`src/rtl/seq_shift_unit_if.sv`:
```
// Request/response bundle for seq_shift_unit.
// The master side is the producer and consumer in the datapath. The slave side is the shift unit.
interface seq_shift_unit_if #(
    parameter int WIDTH = 16
);
    localparam int SHW = $clog2(WIDTH);

    logic             in_valid;
    logic             in_ready;
    logic [WIDTH-1:0] a;
    logic [SHW-1:0]   shamt;
    logic [1:0]       op;
    logic             flush;
    logic             out_valid;
    logic             out_ready;
    logic [WIDTH-1:0] result;
    logic             carry;
    logic             zero;

    modport master (
        output in_valid, a, shamt, op, flush, out_ready,
        input  in_ready, out_valid, result, carry, zero
    );

    modport slave (
        input  in_valid, a, shamt, op, flush, out_ready,
        output in_ready, out_valid, result, carry, zero
    );
endinterface

```
`src/rtl/seq_shift_unit.sv`:
```
// Multi-cycle shift/rotate unit that moves one bit position per clock.
// It supports SLL, SRL, SRA and ROR, with carry-out and zero flags.
module seq_shift_unit #(
    parameter int WIDTH = 16
) (
    input  logic           clk,
    input  logic           rst_n,
    seq_shift_unit_if.slave bus
);
    localparam int SHW = $clog2(WIDTH);

    typedef enum logic [1:0] {
        IDLE  = 2'd0,
        SHIFT = 2'd1,
        DONE  = 2'd2
    } state_t;

    typedef enum logic [1:0] {
        OP_SLL = 2'b00,
        OP_SRL = 2'b01,
        OP_SRA = 2'b10,
        OP_ROR = 2'b11
    } op_t;

    state_t           r_state;
    state_t           w_next;
    logic [WIDTH-1:0] r_result;
    logic [WIDTH-1:0] w_shifted;
    logic             r_carry;
    logic             w_shift_carry;
    logic [SHW-1:0]   r_count;
    logic [1:0]       r_op;
    logic             w_accept;
    logic             w_step;

    assign w_accept = (r_state == IDLE) && bus.in_valid && !bus.flush;
    assign w_step   = (r_state == SHIFT) && !bus.flush;

    // State register
    always_ff @(posedge clk or negedge rst_n) begin
        if (!rst_n) begin
            r_state <= IDLE;
        end else begin
            r_state <= w_next;
        end
    end

    // Next-state logic; flush overrides every other transition
    always_comb begin
        w_next = r_state;
        if (bus.flush) begin
            w_next = IDLE;
        end else begin
            unique case (r_state)
                IDLE:    if (bus.in_valid) w_next = (bus.shamt == '0) ? DONE : SHIFT;
                SHIFT:   if (r_count == SHW'(1)) w_next = DONE;
                DONE:    if (bus.out_ready) w_next = IDLE;
                default: w_next = IDLE;
            endcase
        end
    end

    // One-bit step of the selected operation and the bit it pushes out
    always_comb begin
        w_shifted     = r_result;
        w_shift_carry = 1'b0;
        unique case (op_t'(r_op))
            OP_SLL: begin
                w_shifted     = {r_result[WIDTH-2:0], 1'b0};
                w_shift_carry = r_result[WIDTH-1];
            end
            OP_SRL: begin
                w_shifted     = {1'b0, r_result[WIDTH-1:1]};
                w_shift_carry = r_result[0];
            end
            OP_SRA: begin
                w_shifted     = {r_result[WIDTH-1], r_result[WIDTH-1:1]};
                w_shift_carry = r_result[0];
            end
            OP_ROR: begin
                w_shifted     = {r_result[0], r_result[WIDTH-1:1]};
                w_shift_carry = r_result[0];
            end
            default: begin
                w_shifted     = r_result;
                w_shift_carry = 1'b0;
            end
        endcase
    end

    // Operand capture on accept, then one step per SHIFT cycle
    always_ff @(posedge clk or negedge rst_n) begin
        if (!rst_n) begin
            r_result <= '0;
            r_carry  <= 1'b0;
            r_count  <= '0;
            r_op     <= '0;
        end else if (w_accept) begin
            r_result <= bus.a;
            r_op     <= bus.op;
            r_count  <= bus.shamt;
            r_carry  <= 1'b0;
        end else if (w_step) begin
            r_result <= w_shifted;
            r_carry  <= w_shift_carry;
            r_count  <= r_count - SHW'(1);
        end
    end

    assign bus.in_ready  = (r_state == IDLE);
    assign bus.out_valid = (r_state == DONE);
    assign bus.result    = r_result;
    assign bus.carry     = r_carry;
    // Gating with DONE keeps zero low out of reset while still tracking result when valid
    assign bus.zero      = (r_state == DONE) && (r_result == '0);
endmodule

```
`src/flat_wrapper.sv`:
```
// flat-port wrapper written by rule: the top's interface ports become plain ports
module seq_shift_unit_flat 
#(
    parameter int WIDTH = 16
)
  (clk, rst_n, bus_in_valid, bus_a, bus_shamt, bus_op, bus_flush, bus_out_ready, bus_in_ready, bus_out_valid, bus_result, bus_carry, bus_zero);
  seq_shift_unit_if #(.WIDTH(WIDTH)) bus_i ();
  input  logic clk;
  input  logic rst_n;
  input wire logic [$bits(bus_i.in_valid)-1:0] bus_in_valid;
  input wire logic [$bits(bus_i.a)-1:0] bus_a;
  input wire logic [$bits(bus_i.shamt)-1:0] bus_shamt;
  input wire logic [$bits(bus_i.op)-1:0] bus_op;
  input wire logic [$bits(bus_i.flush)-1:0] bus_flush;
  input wire logic [$bits(bus_i.out_ready)-1:0] bus_out_ready;
  output wire logic [$bits(bus_i.in_ready)-1:0] bus_in_ready;
  output wire logic [$bits(bus_i.out_valid)-1:0] bus_out_valid;
  output wire logic [$bits(bus_i.result)-1:0] bus_result;
  output wire logic [$bits(bus_i.carry)-1:0] bus_carry;
  output wire logic [$bits(bus_i.zero)-1:0] bus_zero;
  assign bus_i.in_valid = bus_in_valid;
  assign bus_i.a = bus_a;
  assign bus_i.shamt = bus_shamt;
  assign bus_i.op = bus_op;
  assign bus_i.flush = bus_flush;
  assign bus_i.out_ready = bus_out_ready;
  assign bus_in_ready = bus_i.in_ready;
  assign bus_out_valid = bus_i.out_valid;
  assign bus_result = bus_i.result;
  assign bus_carry = bus_i.carry;
  assign bus_zero = bus_i.zero;
  seq_shift_unit #(.WIDTH(WIDTH)) u_core (.clk(clk), .rst_n(rst_n), .bus(bus_i));
endmodule
```
`config.mk`:
```
export PLATFORM = sky130hd
export DESIGN_NAME = seq_shift_unit_flat
export DESIGN_NICKNAME = d
export VERILOG_FILES = /design/src/rtl/seq_shift_unit_if.sv /design/src/rtl/seq_shift_unit.sv /design/src/flat_wrapper.sv
export SDC_FILE = /design/constraint.sdc
export NUM_CORES = 1
export LEC_CHECK = 0
export CELL_PAD_IN_SITES_DETAIL_PLACEMENT = 2
export CELL_PAD_IN_SITES_GLOBAL_PLACEMENT = 2
export CORE_AREA = 3 3 62 107
export DETAILED_ROUTE_END_ITERATION = 8
export DIE_AREA = 0 0 65 110
export PLACE_DENSITY_LB_ADDON = 0.2
export SETUP_SLACK_MARGIN = 0.1
export SLEW_MARGIN = 15
export SYNTH_ARGS = -nofsm -noshare
export SYNTH_HDL_FRONTEND = slang
export SYNTH_SLANG_ARGS = --single-unit
```
`constraint.sdc`:
```
create_clock -name clk -period 2.24 [get_ports clk]
set_clock_uncertainty 0.15 [all_clocks]
set_input_delay 0.336 -clock clk [delete_from_list [all_inputs] [get_ports clk]]
set_output_delay 0.336 -clock clk [all_outputs]
set_load 0.05 [all_outputs]
```
==> reports/results.ini <==
[timing]
tightest_slew_ps = 517
rsz0062_at_grt = true
drv_slew = 0
worst_slew_margin_rel_pct = 65.5
tns_ps = 0
hold_viol_final = 0
finalCritPeriodShare_pct = 94.0
fmax_mhz = 475
whs_ps = 275
period_minus_slack_ps = 2110
final-setup-viol-count = 0

[hold_path]
hold_class = input port to asynchronous set/reset pin

[die]
num_rows = 37
initial_core_util_pct = 27.5
die_x_um = 65
io_pins = 47
die_h_um = 110
fp.coreArea_mm2 = 0.00588
dieArea_mm2 = 0.00715

[placement]
io_buffers = 46
routabilityCongestion = 0.773
dp_hpwl_um = 4250

[setup_path]
startpoint_type = flip-flop
reg2reg_to = u_core.bus.result[0]
worstPathArrival_ps = 1620
reg2reg_setup_slack_ps = 420
path_class = flip-flop to output port
worst-path-max-fanout = 3
rr_worst_depth = 4
end_kind = output port
reg2reg_from = u_core.r_state[1]
cp.required_ps = 1750

[global_routing]
antenna_found_initial = 0
grt_max_degree = 34
gr-usage-all-layers_pct = 17.2
first_global_vias = 1783
overflow = 0
grt_pass1_wl_um = 9370

[clocking]
cts_tree = built
cts_inserted_buffers = 3
cts_root_buf = clkbuf_8
htreeDepth = 1
cts_num_sinks = 25
clkTransAtPathRegs_ps = 110
clock_path_buffers = 2
clk_latency_ps = 280

[logic_synthesis]
synthArstFlopShare_pct = 100
yosysSeqAreaShare_pct = 38.7
synth_area_mm2 = 0.00162
ys_top_cells_by_count = dfrtp_1, nor2_1, nand3_1
ys_warn_count = 0
yosysMostFrequentCell = dfrtp_1
avgSynthCellArea_um2 = 9.50
yosysUniqueCellTypes = 39
netlist.area_leader.share_pct = 38.7
ys_top_cells_by_area = dfrtp_1, a211oi_1, o21a_1
yosys_most_used_dff = dfrtp_1
ys_seq_elements = 25
syn_nets = 199
synth_cells = 170
yosysTopAreaCell = dfrtp_1
synth_edf_count = 0

[route]
drt_pass1_iterations = 4
viasPerCell = 5.27
drtIter0Drc = 47
wl_per_cell_um = 18.9
ant_nets = 0
vias = 1575
drc = 0
drt-total-wl_um = 5640

[cells_and_area]
antenna_cells = 0
num-fill-cells = 681
multi_input_area_um2 = 873
synthToLayoutAreaGrowth_pct = 41.5
drive_above_1_share_pct = 18.6
nets = 251
regArea_um2 = 629

[pwr]
vdd_drop_max_uv = 550
power_density_mw_per_mm2 = 1370
leakage_uw = 0.000963

[flow_run]
drv_cap = 0

[status]
status = completed

-- repair_timing --
action,CTS,global route
setup endpoints to repair,2,4
resized for setup,5,5
endpoints found under the hold margin,0,0
hold buffers,0,0
setup buffers,3,0
pin swaps,2,0
-- logic make-up after synthesis --
family | share of synthesized area [%]
adders and majority gates | 1.55
buffers and inverters | 9.29
muxes | 1.94
AOI/OAI and AO/OA | 27.3
and+or+nand+nor | 20.7
xor gates and xnor gates | 0.542
DFF | 38.7
-- power by group --
part	switching, µW	internal (µW)
clock	171	127
combinational	1100	765
sequential	320	656
-- worst max-delay path: stages (launching register included) --
cell     delay [ps]
dfrtp_2         430
or4_4           530
nor3_4          220
buf_12          160
-- flip-flops by register name, indices dropped and copies added (netlist names) --
register	cells
u_core.r_count	4
u_core.bus.result	16
u_core.bus.carry	1
u_core.r_op	2
u_core.r_state	2
-- cell type report --
cell class	instances	share of cell area [%]
clock buffer	3	1.81
timing repair buffer	63	27.4
clock inverter	1	0.328
inverter	3	0.493
tap	78	4.27
sequential	25	27.5
multi-input combinational	126	38.2
-- how the worst max path moves through the flow --
stage	startpoint	to	slack, ps	cells past startpoint
after floorplan	u_core.bus.result[13]	bus_zero	130	2
after global placement	bus_flush	u_core.bus.result[0]	170	5
after detailed placement	bus_flush	u_core.bus.result[0]	110	5
after CTS	u_core.bus.result[7]	bus_result[7]	100	1
after global routing	u_core.bus.result[12]	bus_zero	70	3
final	u_core.bus.result[14]	bus_zero	130	3
-- per-stage QoR --
| stage | power (µW) | utilization (%) | instance area, µm² | cells | worst slack [ps] |
|---|---|---|---|---|---|
| after CTS | 3170 | 38.6 | 2270 | 299 | 99.6 |
| final | 3140 | 38.9 | 2290 | 299 | 135 |
| after detailed placement | 2780 | 37.1 | 2180 | 292 | 111 |
| after global placement | 2730 | 37.1 | 2180 | 292 | 167 |
| after floorplan | 2110 | - | 1630 | 170 | 128 |
| after global routing | 3360 | 38.9 | 2290 | 299 | 65.1 |
-- layout by cell type, fill, tap and decap left out, types with 2 or more instances in the layout --
cell type / n
o21a_1: 15
nor2_1: 19
dfrtp_2: 3
buf_4: 17
nor2_2: 4
a211oi_1: 15
dfrtp_1: 22
clkbuf_8: 3
nand2_1: 7
inv_1: 3
nor4_2: 3
buf_12: 3
nand3_1: 16
a221o_1: 3
mux2i_1: 2
clkdlybuf4s50_1: 40
ha_1: 2
o21ai_1: 2
dlymetal6s2s_1: 3
o31ai_1: 15
-- metal layers --
layer / wire length, µm / vias to the layer above / GRT usage, % / part of all wire [%]
met4: 94 / 0 / 5.90 / 1.7
met2: 3280 / 30 / 34.6 / 58
met1: 2080 / 796 / 17.8 / 37
met3: 181 / 7 / 2.03 / 3.2
li1: - / 742 / - / -
met5: 0 / - / 0 / 0
No activity file was read; power rests on OpenSTA's default activity.
